[config.mk]
export PLATFORM = sky130hd
export DESIGN_NAME = apb_master_arbiter
export DESIGN_NICKNAME = d
export VERILOG_FILES = /design/src/rtl/apb_master_arbiter.sv
export SDC_FILE = /design/constraint.sdc
export NUM_CORES = 1
export LEC_CHECK = 0
export CAP_MARGIN = 20
export CELL_PAD_IN_SITES_DETAIL_PLACEMENT = 0
export CELL_PAD_IN_SITES_GLOBAL_PLACEMENT = 2
export CORE_MARGIN = 10
export CORE_UTILIZATION = 24
export DETAILED_ROUTE_END_ITERATION = 7
export PLACE_DENSITY_LB_ADDON = 0.12
export SLEW_MARGIN = 10
export SYNTH_ARGS = -nofsm -noshare
export SYNTH_HDL_FRONTEND = slang
export SYNTH_SLANG_ARGS = --single-unit
[constraint.sdc]
create_clock -name PCLK -period 2.25 [get_ports PCLK]
set_input_delay 0.675 -clock PCLK [delete_from_list [all_inputs] [get_ports PCLK]]
set_output_delay 0.675 -clock PCLK [all_outputs]
set_load 0.005 [all_outputs]
[src/rtl/apb_master_arbiter.sv]
// Round-robin arbiter sharing one APB master port among NUM_REQ requesters,
// with address-based slave select decode and a bounded wait-state timeout.
module apb_master_arbiter #(
    parameter int NUM_REQ = 2,
    parameter int ADDR_W  = 16,
    parameter int DATA_W  = 16,
    parameter int NUM_SLV = 16,
    parameter int SEL_LSB = 12,
    parameter int TIMEOUT = 255
) (
    input  logic                      PCLK,
    input  logic                      PRESETn,
    input  logic [NUM_REQ-1:0]        req_valid,
    input  logic [NUM_REQ*ADDR_W-1:0] req_addr,
    input  logic [NUM_REQ*DATA_W-1:0] req_wdata,
    input  logic [NUM_REQ-1:0]        req_we,
    output logic [NUM_REQ-1:0]        req_grant,
    output logic [NUM_REQ-1:0]        rsp_valid,
    output logic [DATA_W-1:0]         rsp_rdata,
    output logic                      rsp_err,
    output logic [ADDR_W-1:0]         PADDR,
    output logic [DATA_W-1:0]         PWDATA,
    output logic [NUM_SLV-1:0]        PSEL,
    output logic                      PENABLE,
    output logic                      PWRITE,
    input  logic [DATA_W-1:0]         PRDATA,
    input  logic                      PREADY
);

    localparam int PTR_W = (NUM_REQ > 1) ? $clog2(NUM_REQ) : 1;

    typedef enum logic [1:0] {IDLE, SETUP, ACCESS, ERR} state_t;

    state_t             state_q;
    logic [PTR_W-1:0]   ptr_q;
    logic [PTR_W-1:0]   gnt_q;
    logic               we_q;
    logic [15:0]        cnt_q;
    logic [NUM_REQ-1:0] grant_q;
    logic [NUM_REQ-1:0] rsp_valid_q;
    logic [DATA_W-1:0]  rsp_rdata_q;
    logic               rsp_err_q;
    logic [ADDR_W-1:0]  paddr_q;
    logic [DATA_W-1:0]  pwdata_q;
    logic [NUM_SLV-1:0] psel_q;
    logic               penable_q;
    logic               pwrite_q;

    logic               pick_found_d;
    logic [PTR_W-1:0]   pick_idx_d;
    logic [PTR_W-1:0]   cand_d;
    logic [ADDR_W-1:0]  pick_addr_d;
    logic [DATA_W-1:0]  pick_wdata_d;
    logic               pick_we_d;
    logic [3:0]         slv_idx_d;
    logic               slv_ok_d;
    logic [NUM_SLV-1:0] psel_d;
    logic [NUM_REQ-1:0] grant_d;
    logic [NUM_REQ-1:0] rsp_onehot_d;
    logic [PTR_W-1:0]   ptr_d;

    // First valid requester at or after the pointer, wrapping around.
    always_comb begin
        pick_found_d = 1'b0;
        pick_idx_d   = '0;
        cand_d       = '0;
        for (int k = 0; k < NUM_REQ; k++) begin
            cand_d = PTR_W'((int'(ptr_q) + k) % NUM_REQ);
            if (!pick_found_d && req_valid[cand_d]) begin
                pick_found_d = 1'b1;
                pick_idx_d   = cand_d;
            end
        end
    end

    always_comb begin
        pick_addr_d  = '0;
        pick_wdata_d = '0;
        pick_we_d    = 1'b0;
        grant_d      = '0;
        rsp_onehot_d = '0;
        for (int r = 0; r < NUM_REQ; r++) begin
            if (pick_idx_d == PTR_W'(r)) begin
                pick_addr_d  = req_addr[r*ADDR_W +: ADDR_W];
                pick_wdata_d = req_wdata[r*DATA_W +: DATA_W];
                pick_we_d    = req_we[r];
            end
            grant_d[r]      = pick_found_d && (pick_idx_d == PTR_W'(r));
            rsp_onehot_d[r] = (gnt_q == PTR_W'(r));
        end
    end

    always_comb begin
        slv_idx_d = pick_addr_d[SEL_LSB+3:SEL_LSB];
        slv_ok_d  = int'(slv_idx_d) < NUM_SLV;
        ptr_d     = PTR_W'((int'(pick_idx_d) + 1) % NUM_REQ);
        psel_d    = '0;
        for (int s = 0; s < NUM_SLV; s++) begin
            psel_d[s] = slv_ok_d && (int'(slv_idx_d) == s);
        end
    end

    always_ff @(posedge PCLK or negedge PRESETn) begin
        if (!PRESETn) begin
            state_q     <= IDLE;
            ptr_q       <= '0;
            gnt_q       <= '0;
            we_q        <= 1'b0;
            cnt_q       <= '0;
            grant_q     <= '0;
            rsp_valid_q <= '0;
            rsp_rdata_q <= '0;
            rsp_err_q   <= 1'b0;
            paddr_q     <= '0;
            pwdata_q    <= '0;
            psel_q      <= '0;
            penable_q   <= 1'b0;
            pwrite_q    <= 1'b0;
        end else begin
            grant_q     <= '0;
            rsp_valid_q <= '0;
            case (state_q)
                IDLE: begin
                    if (pick_found_d) begin
                        ptr_q   <= ptr_d;
                        gnt_q   <= pick_idx_d;
                        we_q    <= pick_we_d;
                        grant_q <= grant_d;
                        cnt_q   <= '0;
                        if (slv_ok_d) begin
                            state_q  <= SETUP;
                            psel_q   <= psel_d;
                            paddr_q  <= pick_addr_d;
                            pwrite_q <= pick_we_d;
                            pwdata_q <= pick_we_d ? pick_wdata_d : '0;
                        end else begin
                            state_q <= ERR;
                        end
                    end
                end
                SETUP: begin
                    penable_q <= 1'b1;
                    cnt_q     <= '0;
                    state_q   <= ACCESS;
                end
                ACCESS: begin
                    if (PREADY || (cnt_q == 16'(TIMEOUT - 1))) begin
                        rsp_valid_q <= rsp_onehot_d;
                        rsp_err_q   <= !PREADY;
                        rsp_rdata_q <= (PREADY && !we_q) ? PRDATA : '0;
                        psel_q      <= '0;
                        penable_q   <= 1'b0;
                        paddr_q     <= '0;
                        pwdata_q    <= '0;
                        pwrite_q    <= 1'b0;
                        state_q     <= IDLE;
                    end else begin
                        cnt_q <= cnt_q + 16'd1;
                    end
                end
                ERR: begin
                    // Counter doubles as a phase bit so bad-index latency matches a zero-wait transfer.
                    if (cnt_q == 16'd0) begin
                        cnt_q <= 16'd1;
                    end else begin
                        rsp_valid_q <= rsp_onehot_d;
                        rsp_err_q   <= 1'b1;
                        rsp_rdata_q <= '0;
                        state_q     <= IDLE;
                    end
                end
                default: state_q <= IDLE;
            endcase
        end
    end

    assign req_grant = grant_q;
    assign rsp_valid = rsp_valid_q;
    assign rsp_rdata = rsp_rdata_q;
    assign rsp_err   = rsp_err_q;
    assign PADDR     = paddr_q;
    assign PWDATA    = pwdata_q;
    assign PSEL      = psel_q;
    assign PENABLE   = penable_q;
    assign PWRITE    = pwrite_q;

endmodule

==> impl_metrics.csv, run 1 <==
group,metric,value,unit
synthesis,synth_area,4350,um^2
final_layout,final_common_cell,"clkdlybuf4s50_1",
drt,drc,0,
setup_path,crit_chain,"or4_4, o41ai_4, a22oi_2, or4_1, a21boi_1",
synthesis,synth_ff_type,"dfrtp_1",
global_route,grt-ovfl-total,0,
sta,maxSlewHeadroom,30.8,%
floorplanning,io_pins,158,
floorplanning,die_x,155,um
drt,dr.pass1.iters,4,
drt,wire_per_inst,17.2,um
setup_path,r2r-start,"cnt_q[8]",
synthesis,syn-num-nets,508,
final_layout,drive_above_1_share,15.9,%
cts,cts_tree,"done",
cts,clk_path_buf_depth,2,
place,numPortBuffers,157,
cts,numCtsBuffers,9,
cts,worstSkewPairLatency,350,ps
flow_run,drv_cap,0,
cts,clk_pin_slew,60,ps
setup_path,critPathMaxStageDelay,570,ps
sta,finalSetupViolCount,4,
final_layout,syn_to_final_growth,61.8,%
sta,hold_viol,0,
sta,layout_min_cycle_time,2320,ps
setup_path,worst_path_max_delay_cell,"or4_4",
synthesis,synth-seq-area-share,53.0,%
sta,finalSetupTns,-168,ps
run_status,failed_checks,"setup timing",
cts,cts_hold_buf,0,
synthesis,synth_edf_count,0,
setup_path,worst-setup-path-type,"reg2reg",
sta,fin_crit_sh,103,%
global_route,grt_pass1_vias,4236,
worst_hold_path,hp-class,"in2async",
drt,totalWireLength,14700,um
setup_path,end_kind,"flop",
synthesis,syn_inst,418,
synthesis,synthArstFlopShare,100,%
setup_path,worstPathArrival,2600,ps
global_route,grt_pass1_wl,23500,um
sta,final-max-slew-violation-count,0,
global_route,antenna_found_initial,1,
floorplanning,rows,49,
synthesis,yosys_warnings,0,
floorplanning,die_area,23900,um^2
power_and_ir_drop,ir_worst_vdd,434,uV
drt,via_per_inst,4.63,
setup_path,critPathMaxFanout,8,
power_and_ir_drop,leakage,3.09,nW
sta,setup_ws,-72.4,ps
power_and_ir_drop,powerDensity,1080,nW/um^2
run_status,status,"complete, but fails checks",
setup_path,cp-start-kind,"flop",
final_layout,mostFrequentLayoutCells,"clkdlybuf4s50_1 (156), dfrtp_1 (92), nand2_1 (65)",
sta,finClkSkew,6.66,ps
global_route,grt_max_degree,41,
floorplanning,start_util,24.3,%
final_layout,nNetsFinal,707,
setup_path,cp.required,2520,ps
sta,holdWs,272,ps
floorplanning,die_h,155,um
floorplanning,core_area,17900,um^2
synthesis,ys_seq_elements,92,
drt,vias,3945,
synthesis,ys_types,43,
place,dp_hpwl,11200,um
drt,drtIter0Drc,214,
cts,h-tree-depth,3,
setup_path,critPathLaunch,"cnt_q[8]",
synthesis,postSynthAreaPerCell,10.4,um^2
sta,max_freq,0.431,GHz
sta,worst_pin_slew,1030,ps
setup_path,path_delay_family,"simple AND/OR/NAND/NOR gates",
cts,cts.sinks,92,
place,gp_congestion,0.770,
cts,root_buffer,"clkbuf_16",
drt,postRouteAntennaNets,0,
sta,rsz0062_at_grt,"yes",
global_route,grt_usage,12.2,%
setup_path,crit_buf_inv,0,
==> state kept, by name (all words and copies together), names as in the netlist <==
register,flops
PSEL,16
PWRITE,1
PADDR,16
PWDATA,16
req_grant,2
state_q,2
cnt_q,16
we_q,1
rsp_valid,2
gnt_q,1
PENABLE,1
ptr_q,1
rsp_rdata,16
rsp_err,1
==> final cells by class <==
cell class / count / area (um^2)
Antenna cell: 1 / 2.50
Clock buffer: 12 / 256
Clock inverter: 4 / 55.1
Fill cell: 1761 / 10900
Inverter: 9 / 33.8
Multi-Input combinational cell: 287 / 1960
Sequential cell: 92 / 2300
Tap cell: 229 / 287
Timing Repair Buffer: 218 / 2130
==> timing repair <==
item,CTS,global route
endpoints found under the setup margin,8,55
buffers inserted,6,2
endpoints found under the hold margin,0,0
gates resized for setup,6,25
pin swaps,11,4
==> final timing paths <==
check	slack (ps)	depth (start not counted)	end
hold reg to reg	450	1	rsp_valid[0]
setup reg to reg	-70	5	cnt_q[7]
max in group asynchronous	1440	2	PADDR[6]
min in group PCLK	450	1	rsp_valid[0]
hold / removal	270	1	cnt_q[13]
setup / recovery	-70	5	cnt_q[7]
==> report_power, final <==
| group | leakage, nW | total (mW) | internal [mW] | switching [mW] |
|---|---|---|---|---|
| sequential | 1.22 | 2.48 | 2.16 | 0.320 |
| clock | 0.149 | 1.61 | 0.929 | 0.676 |
| combinational | 1.72 | 3.53 | 1.92 | 1.61 |
==> kinds of logic after synthesis <==
family          after synthesis  synth area share (%)
mux                          33                  7.63
fa+ha+maj                     3                 0.864
buf+inv                      39                  3.77
simple gates                128                  14.2
compound gates              123                  20.6
flops                        92                  53.0
==> per-layer routing <==
layer  vias up  global-route usage, %  part of all wire (%)
met5         -                      0                     0
met4         0                   4.27                   1.3
met3        10                   5.19                   8.6
met2       110                   19.6                    48
met1      1890                   14.4                    42
li1       1935                      -                     -
==> cell usage after synthesis, types with 3 or more instances <==
library cell  instances  area share, %
clkbuf_1             23            2.0
ha_1                  3           0.86
nand4_1               5           0.72
nor2_1               14            1.2
o41ai_1               5            1.0
nor4_1                4           0.58
a31oi_1               7            1.0
mux2i_1              32            7.4
nand2_1              65            5.6
o31ai_1              42            7.3
dfrtp_1              92             53
nor3_1                3           0.35
inv_1                 9           0.78
nor3b_1               4           0.69
a21boi_1              6            1.0
a22o_1               16            3.2
a21o_1                4           0.69
nand3_1               9            1.0
or4_1                 5           0.86
or3_1                 5           0.72
and3_1                4           0.58
buf_1                 3           0.26
a21oi_1               6           0.69
o21ai_0              26            3.0
==> stage by stage <==
stage               cells  util [%]  total power [mW]  area, um^2  setup slack (ps)
floorplan             418         -              3.98        4360             -23.4
global placement      827      36.7              5.91        6570              -296
detailed placement    827      36.7              5.92        6570              -383
CTS                   849      38.8              7.67        6950             -63.5
global route          852      39.3              8.18        7030              -137
finish                852      39.3              7.62        7030             -72.4
Power figures use the tool's default switching activity.
==> inputs of run 2 (changes only) <==
- SLEW_MARGIN: 10 -> unset
==> results of run 2 <==
The final DEF is identical to that of run 1; final timing and power are the same.
